<file path="src/rtl/wb_pkg.sv">
// Shared Wishbone definitions for the mainboard debug/loader bus.
// Holds the bus widths, the arbiter state encoding, the fill byte returned on
// a watchdog termination, and a helper that decodes arbiter state into the
// one-hot grant vector.
package wb_pkg;

  localparam int WB_ADR_BITS = 24;
  localparam int WB_DAT_BITS = 8;
  localparam int WB_SEL_BITS = 1;

  typedef enum logic [1:0] {
    ST_IDLE = 2'd0,
    ST_OWN0 = 2'd1,
    ST_OWN1 = 2'd2
  } arb_state_e;

  localparam logic [WB_DAT_BITS-1:0] WD_FILL_DATA = 8'hFF;

  // {m1,m0} one-hot owner; idle (or any unused encoding) grants nobody
  function automatic logic [1:0] state_to_grant(input arb_state_e st);
    logic [1:0] g;
    case (st)
      ST_OWN0: g = 2'b01;
      ST_OWN1: g = 2'b10;
      default: g = 2'b00;
    endcase
    return g;
  endfunction

endpackage

</file>
<file path="src/rtl/wb_watchdog.sv">
// Per-transfer watchdog for the Wishbone arbiter.
// Counts clock cycles that the current owner's strobe stays unacknowledged and
// fires once the strobe has waited TIMEOUT_CYCLES cycles.
// Ports:
//   clk, reset_n : clock, asynchronous active-low reset
//   stb_i        : owner cyc & stb (strobe before any forced termination)
//   ack_i        : slave acknowledge
//   fire_o       : terminate the current strobe this cycle
module wb_watchdog #(
  parameter int TIMEOUT_CYCLES = 255
) (
  input  logic clk,
  input  logic reset_n,
  input  logic stb_i,
  input  logic ack_i,
  output logic fire_o
);

  localparam logic [7:0] FIRE_CNT = 8'(TIMEOUT_CYCLES - 1);

  logic [7:0] cnt_q;
  logic [7:0] cnt_d;

  // A real ack in the firing cycle wins, so the slave's data is delivered normally
  assign fire_o = (cnt_q == FIRE_CNT) && stb_i && !ack_i;

  // Next count: restart on idle strobe, ack or fire; otherwise saturating increment
  always_comb begin
    cnt_d = cnt_q;
    if (!stb_i || ack_i || fire_o) begin
      cnt_d = 8'd0;
    end else if (cnt_q != 8'hFF) begin
      cnt_d = cnt_q + 8'd1;
    end else begin
      cnt_d = cnt_q;
    end
  end

  // Counter register
  always_ff @(posedge clk or negedge reset_n) begin
    if (!reset_n) begin
      cnt_q <= 8'd0;
    end else begin
      cnt_q <= cnt_d;
    end
  end

endmodule

</file>
<file path="src/rtl/wb_dual_master_arbiter.sv">
// Two-master, one-slave Wishbone arbiter with per-transfer watchdog.
// m0 = overlay/monitor CPU, m1 = image loader. Ownership is decided one cycle
// after cyc rises and is held for the whole (possibly multi-beat) cycle.
// Ports:
//   clk, reset_n           : clock, asynchronous active-low reset
//   m0_* / m1_*            : master-side Wishbone (adr bit 0 = MSB)
//   s_*                    : slave-side Wishbone
//   grant_o                : {m1,m0} one-hot owner, 00 when idle
//   timeout_flag_o         : sticky watchdog-termination flag
//   timeout_clr_i          : clears timeout_flag_o (a new timeout wins)
module wb_dual_master_arbiter
  import wb_pkg::*;
#(
  parameter int TIMEOUT_CYCLES = 255,
  parameter bit M0_PRIORITY    = 1'b0
) (
  input  logic                   clk,
  input  logic                   reset_n,
  input  logic [0:WB_ADR_BITS-1] m0_adr_i,
  input  logic [WB_DAT_BITS-1:0] m0_dat_i,
  output logic [WB_DAT_BITS-1:0] m0_dat_o,
  input  logic                   m0_we_i,
  input  logic [WB_SEL_BITS-1:0] m0_sel_i,
  input  logic                   m0_stb_i,
  input  logic                   m0_cyc_i,
  output logic                   m0_ack_o,
  output logic                   m0_err_o,
  input  logic [0:WB_ADR_BITS-1] m1_adr_i,
  input  logic [WB_DAT_BITS-1:0] m1_dat_i,
  output logic [WB_DAT_BITS-1:0] m1_dat_o,
  input  logic                   m1_we_i,
  input  logic [WB_SEL_BITS-1:0] m1_sel_i,
  input  logic                   m1_stb_i,
  input  logic                   m1_cyc_i,
  output logic                   m1_ack_o,
  output logic                   m1_err_o,
  output logic [0:WB_ADR_BITS-1] s_adr_o,
  output logic [WB_DAT_BITS-1:0] s_dat_o,
  output logic                   s_we_o,
  output logic [WB_SEL_BITS-1:0] s_sel_o,
  output logic                   s_stb_o,
  output logic                   s_cyc_o,
  input  logic [WB_DAT_BITS-1:0] s_dat_i,
  input  logic                   s_ack_i,
  output logic [1:0]             grant_o,
  output logic                   timeout_flag_o,
  input  logic                   timeout_clr_i
);

  arb_state_e state_q, state_d;
  logic       last_owner_q, last_owner_d;  // 1 = m1 was the last owner
  logic       tflag_q, tflag_d;
  logic       owner_cyc_s;
  logic       owner_stb_s;
  logic       wd_fire_s;

  assign grant_o        = state_to_grant(state_q);
  assign timeout_flag_o = tflag_q;

  // Arbitration: next owner and round-robin history
  always_comb begin
    state_d      = state_q;
    last_owner_d = last_owner_q;
    case (state_q)
      ST_IDLE: begin
        if (m0_cyc_i && m1_cyc_i) begin
          // Round-robin: the master that did not own the bus last goes first
          if (M0_PRIORITY || last_owner_q) begin
            state_d = ST_OWN0;
          end else begin
            state_d = ST_OWN1;
          end
        end else if (m0_cyc_i) begin
          state_d = ST_OWN0;
        end else if (m1_cyc_i) begin
          state_d = ST_OWN1;
        end else begin
          state_d = ST_IDLE;
        end
      end
      ST_OWN0: begin
        if (!m0_cyc_i) begin
          last_owner_d = 1'b0;
          state_d      = m1_cyc_i ? ST_OWN1 : ST_IDLE;
        end else begin
          state_d = ST_OWN0;
        end
      end
      ST_OWN1: begin
        if (!m1_cyc_i) begin
          last_owner_d = 1'b1;
          state_d      = m0_cyc_i ? ST_OWN0 : ST_IDLE;
        end else begin
          state_d = ST_OWN1;
        end
      end
      default: begin
        state_d = ST_IDLE;
      end
    endcase
  end

  // Arbiter state, round-robin history and sticky timeout flag
  always_ff @(posedge clk or negedge reset_n) begin
    if (!reset_n) begin
      state_q      <= ST_IDLE;
      last_owner_q <= 1'b1;
      tflag_q      <= 1'b0;
    end else begin
      state_q      <= state_d;
      last_owner_q <= last_owner_d;
      tflag_q      <= tflag_d;
    end
  end

  // Sticky flag: a firing watchdog beats a simultaneous clear
  always_comb begin
    if (wd_fire_s) begin
      tflag_d = 1'b1;
    end else if (timeout_clr_i) begin
      tflag_d = 1'b0;
    end else begin
      tflag_d = tflag_q;
    end
  end

  // Owner's raw cyc/stb, kept apart from the output mux so the watchdog input
  // never depends on the watchdog output
  always_comb begin
    owner_cyc_s = 1'b0;
    owner_stb_s = 1'b0;
    case (state_q)
      ST_OWN0: begin
        owner_cyc_s = m0_cyc_i;
        owner_stb_s = m0_cyc_i & m0_stb_i;
      end
      ST_OWN1: begin
        owner_cyc_s = m1_cyc_i;
        owner_stb_s = m1_cyc_i & m1_stb_i;
      end
      default: begin
        owner_cyc_s = 1'b0;
        owner_stb_s = 1'b0;
      end
    endcase
  end

  wb_watchdog #(
    .TIMEOUT_CYCLES(TIMEOUT_CYCLES)
  ) u_watchdog (
    .clk    (clk),
    .reset_n(reset_n),
    .stb_i  (owner_stb_s),
    .ack_i  (s_ack_i),
    .fire_o (wd_fire_s)
  );

  // Slave-side and master-side muxing from the registered grant
  always_comb begin
    s_adr_o  = '0;
    s_dat_o  = '0;
    s_we_o   = 1'b0;
    s_sel_o  = '0;
    s_cyc_o  = owner_cyc_s;
    s_stb_o  = owner_stb_s & ~wd_fire_s;
    m0_dat_o = '0;
    m0_ack_o = 1'b0;
    m0_err_o = 1'b0;
    m1_dat_o = '0;
    m1_ack_o = 1'b0;
    m1_err_o = 1'b0;
    case (state_q)
      ST_OWN0: begin
        s_adr_o  = m0_adr_i;
        s_dat_o  = m0_dat_i;
        s_we_o   = m0_we_i;
        s_sel_o  = m0_sel_i;
        // An ack arriving after the owner dropped cyc is not passed on
        m0_ack_o = (m0_cyc_i & s_ack_i) | wd_fire_s;
        m0_err_o = wd_fire_s;
        m0_dat_o = wd_fire_s ? WD_FILL_DATA : s_dat_i;
      end
      ST_OWN1: begin
        s_adr_o  = m1_adr_i;
        s_dat_o  = m1_dat_i;
        s_we_o   = m1_we_i;
        s_sel_o  = m1_sel_i;
        m1_ack_o = (m1_cyc_i & s_ack_i) | wd_fire_s;
        m1_err_o = wd_fire_s;
        m1_dat_o = wd_fire_s ? WD_FILL_DATA : s_dat_i;
      end
      default: begin
        s_adr_o = '0;
      end
    endcase
  end

endmodule

</file>
<file path="config.mk">
export PLATFORM = sky130hd
export DESIGN_NAME = wb_dual_master_arbiter
export DESIGN_NICKNAME = d
export VERILOG_FILES = /design/src/rtl/wb_pkg.sv /design/src/rtl/wb_watchdog.sv /design/src/rtl/wb_dual_master_arbiter.sv
export SDC_FILE = /design/constraint.sdc
export NUM_CORES = 1
export LEC_CHECK = 0
export ABC_AREA = 1
export BUFFER_PORTS_ARGS = -buffer_cell sky130_fd_sc_hd__buf_4
export CAP_MARGIN = 20
export CORE_MARGIN = 1.5
export CORE_UTILIZATION = 42
export CTS_BUF_LIST = sky130_fd_sc_hd__clkbuf_4 sky130_fd_sc_hd__clkbuf_8
export CTS_CLUSTER_DIAMETER = 200
export DETAILED_ROUTE_END_ITERATION = 10
export GPL_TIMING_DRIVEN = 1
export PLACE_DENSITY = 0.89
export SETUP_SLACK_MARGIN = 0.15
export SYNTH_ARGS = -nofsm -noshare
export SYNTH_HDL_FRONTEND = slang
export SYNTH_HIERARCHICAL = 1
export SYNTH_SLANG_ARGS = --single-unit
</file>
<file path="constraint.sdc">
create_clock -name clk -period 4.4 [get_ports clk]
set_clock_uncertainty 0.1 [all_clocks]
set_input_delay 0.44 -clock clk [delete_from_list [all_inputs] [get_ports clk]]
set_output_delay 0.44 -clock clk [all_outputs]
set_load 0.02 [all_outputs]
</file>
==> key figures <==
Timing
  – F_max: around 320 MHz
  – Minimum clock period after layout: 3.14 ns
  – Final WS setup: roughly 1.3 ns
  – Max Slew Vio Count: 0
  – Final hold violation count: 0
  – Max-slew headroom: 34.3%
  – Fin Setup TNS: 0 ns
  – Fin crit share: just over 70%
  – Worst-Margin Slew: 0.985 ns
  – RSZ-0062 raised after global routing: no
  – Final setup viols: 0

Synth
  – Top cells by area, synth: nand2_1 (26%), a21oi_1 (18%), dfrtp_1 (18%)
  – Post-Syn Area: 1560 um2
  – Synth async-reset ratio: between 90% and 100%
  – Area leader, netlist: nand2_1
  – Most frequent cells after synthesis: nand2_1 (108), a21oi_1 (57), inv_1 (28)
  – Main synth FF type: dfrtp_1
  – Synth Area per Inst: about 5.7 um2
  – Synth Instances: about 270
  – Ys Warns: 6
  – Post-synthesis sequential area ratio: 19.4%
  – EDFF count, synth: 0
  – Unique cell type count in the Yosys netlist: 25
  – Synth Net Count: ~360
  – #FFs+latches synth: 12
  – Top-area cell type share of the netlist area: about a quarter
  – Top-count cell post-synth: nand2_1

Power and ir drop
  – Internal power: between 0.5 and 0.6 mW
  – Sequential Power Share: between 10% and 20%
  – Switching share of power: a little under three fifths
  – Comb pwr share: between 80 and 90%
  – Max IR drop VDD: a little under 0.5 mV
  – LEAKAGE: 1.45 nW
  – Power density over the cells: 491 nW/um2
  – Total Power: about 1.3 mW
  – Clock network fraction of total power: 8.5%
  – Switching pwr: approximately 0.72 mW

Floorplanning
  – Initial Utilization: between 40% and 50%
  – Die Y: 63.9 um
  – Io pins: between 100 and 150
  – Die width: around 64 um
  – Num rows: 21
  – Die ar.: between 4000 and 5000 um2
  – Core Footprint: 3440 um2

CTS
  – Worst-path clk slew: roughly 0.05 ns
  – Post-CTS sizing: 0
  – CTS tree: built
  – Hold buffer count at CTS: 1
  – # H-tree levels: 1
  – Post-CTS Setup Bufs: 0
  – Worst skew pair latency: between 0.2 and 0.25 ns
  – CTS Buf Count: 3
  – Max Root-Sink Buffers: 2
  – Root buffer cell: clkbuf_8
  – CTS Sinks: 12

Placement
  – Placer Congestion: 0.889
  – Pre-CTS setup slack: about 1.6 ns
  – DP HPWL: approximately 4700 um
  – Area after DPL: 2600 um2
  – Port Buf Inserts: between 100 and 150

Setup path
  – Crit path DAT: 2.60 ns
  – Maximum fanout along the worst path: 19
  – Crit start category: register
  – Worst Setup End Kind: output pin
  – Crit Path Class: reg2out
  – CP Data Required Time: 3.86 ns

Worst hold path
  – Worst Hold Class: in2reg

Route
  – Post-route DRC violation count: 0
  – Wire per inst: between 10 and 15 um
  – Via count: ~2200
  – Post-route ant nets: 0
  – Via-to-Cell Ratio: ~4.9
  – Post-Route WL: roughly 6000 um
  – Initial DRC count: approximately 160
  – Initial DRT Pass Iterations: 4

Finish
  – Layout cell share with drive strength beyond 1: 41.7%
  – Area growth, synth to finish: 70.8%
  – Fin nets: about 500
  – Final Instance Area: about 2700 um2
  – Antenna cell count: 0
  – Post-layout util: about 77%

Global route
  – Largest net degree at the start of global routing: 36
  – Antenna violations before repair: 0
  – Vias in the first global route: roughly 1900
  – First-pass GRT wire length: between 9000 and 10000 um
  – GR Overflow Total: 0
  – Gr usage total: approximately 28%

Flow run
  – MaxCap Viol Count: 0

Run status
  – Status: complete, no violations
-- path summary, 6_finish.rpt --
kind,from,end,slack [ns],cells past startpoint
max,state_q[1],m0_dat_o[4],1.26,13
min,timeout_clr_i,timeout_flag_o,0.33,2
max reg2reg,state_q[1],timeout_flag_o,2.07,12
min reg2reg,last_owner_q,last_owner_q,0.41,2
max in group asynchronous,reset_n,last_owner_q,3.50,2
min in group asynchronous,reset_n,u_watchdog/cnt_q[2],0.47,2
-- power groups by stage --
stage	registers, mW	clock network (mW)	logic, mW
after floorplan	0.138	0	0.681
after global placement	0.139	0	1.04
after detailed placement	0.142	0	1.06
after CTS	0.140	0.116	1.06
after global routing	0.142	0.120	1.15
final	0.140	0.111	1.06
-- final cells by class --
type | count | area, um2
timing repair buffer | 146 | 1100
inverter | 35 | 133
fill | 303 | 781
tap | 46 | 57.6
sequential | 12 | 302
multi-input combinational | 211 | 1020
clock buffer | 4 | 48.8
-- flip-flops by register name, indices dropped and copies added, names as in the netlist --
register / flops
last_owner_q: 1
state_q: 2
timeout_flag_o: 1
u_watchdog/cnt_q: 8
-- cells by family (layout without fill, tap and decap cells) --
| family | count (synthesis) | after routing | synth area share [%] |
|---|---|---|---|
| and+or+nand+nor | 141 | 141 | 38.0 |
| buffers and inverters | 48 | 185 | 15.3 |
| DFF | 12 | 12 | 19.4 |
| adders and majority gates | 8 | 8 | 6.43 |
| AOI/OAI and AO/OA | 62 | 62 | 21.0 |
-- cells in the final DEF (no fill, tap or decap), types with 2 or more instances in the layout --
cell type	count
a21oi_1	57
buf_4	144
clkbuf_8	3
dfrtp_1	11
ha_1	8
inv_1	28
inv_2	5
nand2_1	108
nand2_2	6
nand3_1	10
nor2_1	7
nor2_2	4
o21ai_0	2
o21bai_1	2
-- stage by stage --
stage | instances | hold slack, ns
after global routing | 454 | 0.342
after CTS | 454 | 0.284
after floorplan | 271 | 0.0444
after global placement | 448 | 0.184
final | 454 | 0.335
after detailed placement | 449 | 0.187
-- worst max-delay path, cell delays in order, from the launching register on --
cell     delay, ns
dfrtp_1       0.42
inv_1         0.13
ha_1          0.23
nand2_2       0.10
inv_2         0.07
nand2_2       0.04
nand2_2       0.05
nand2_2       0.05
inv_1         0.05
nand2_1       0.09
nor3_1        0.47
inv_2         0.26
a21oi_1       0.21
buf_4         0.18
-- layer usage --
layer	routed length (um)	part of all wire (%)	GRT usage [%]
met5	0	0	0
met4	119	2.0	11.1
met3	465	7.8	4.05
met2	3090	52	50.5
met1	2310	39	33.9
No activity file was read; power rests on OpenSTA's default activity.
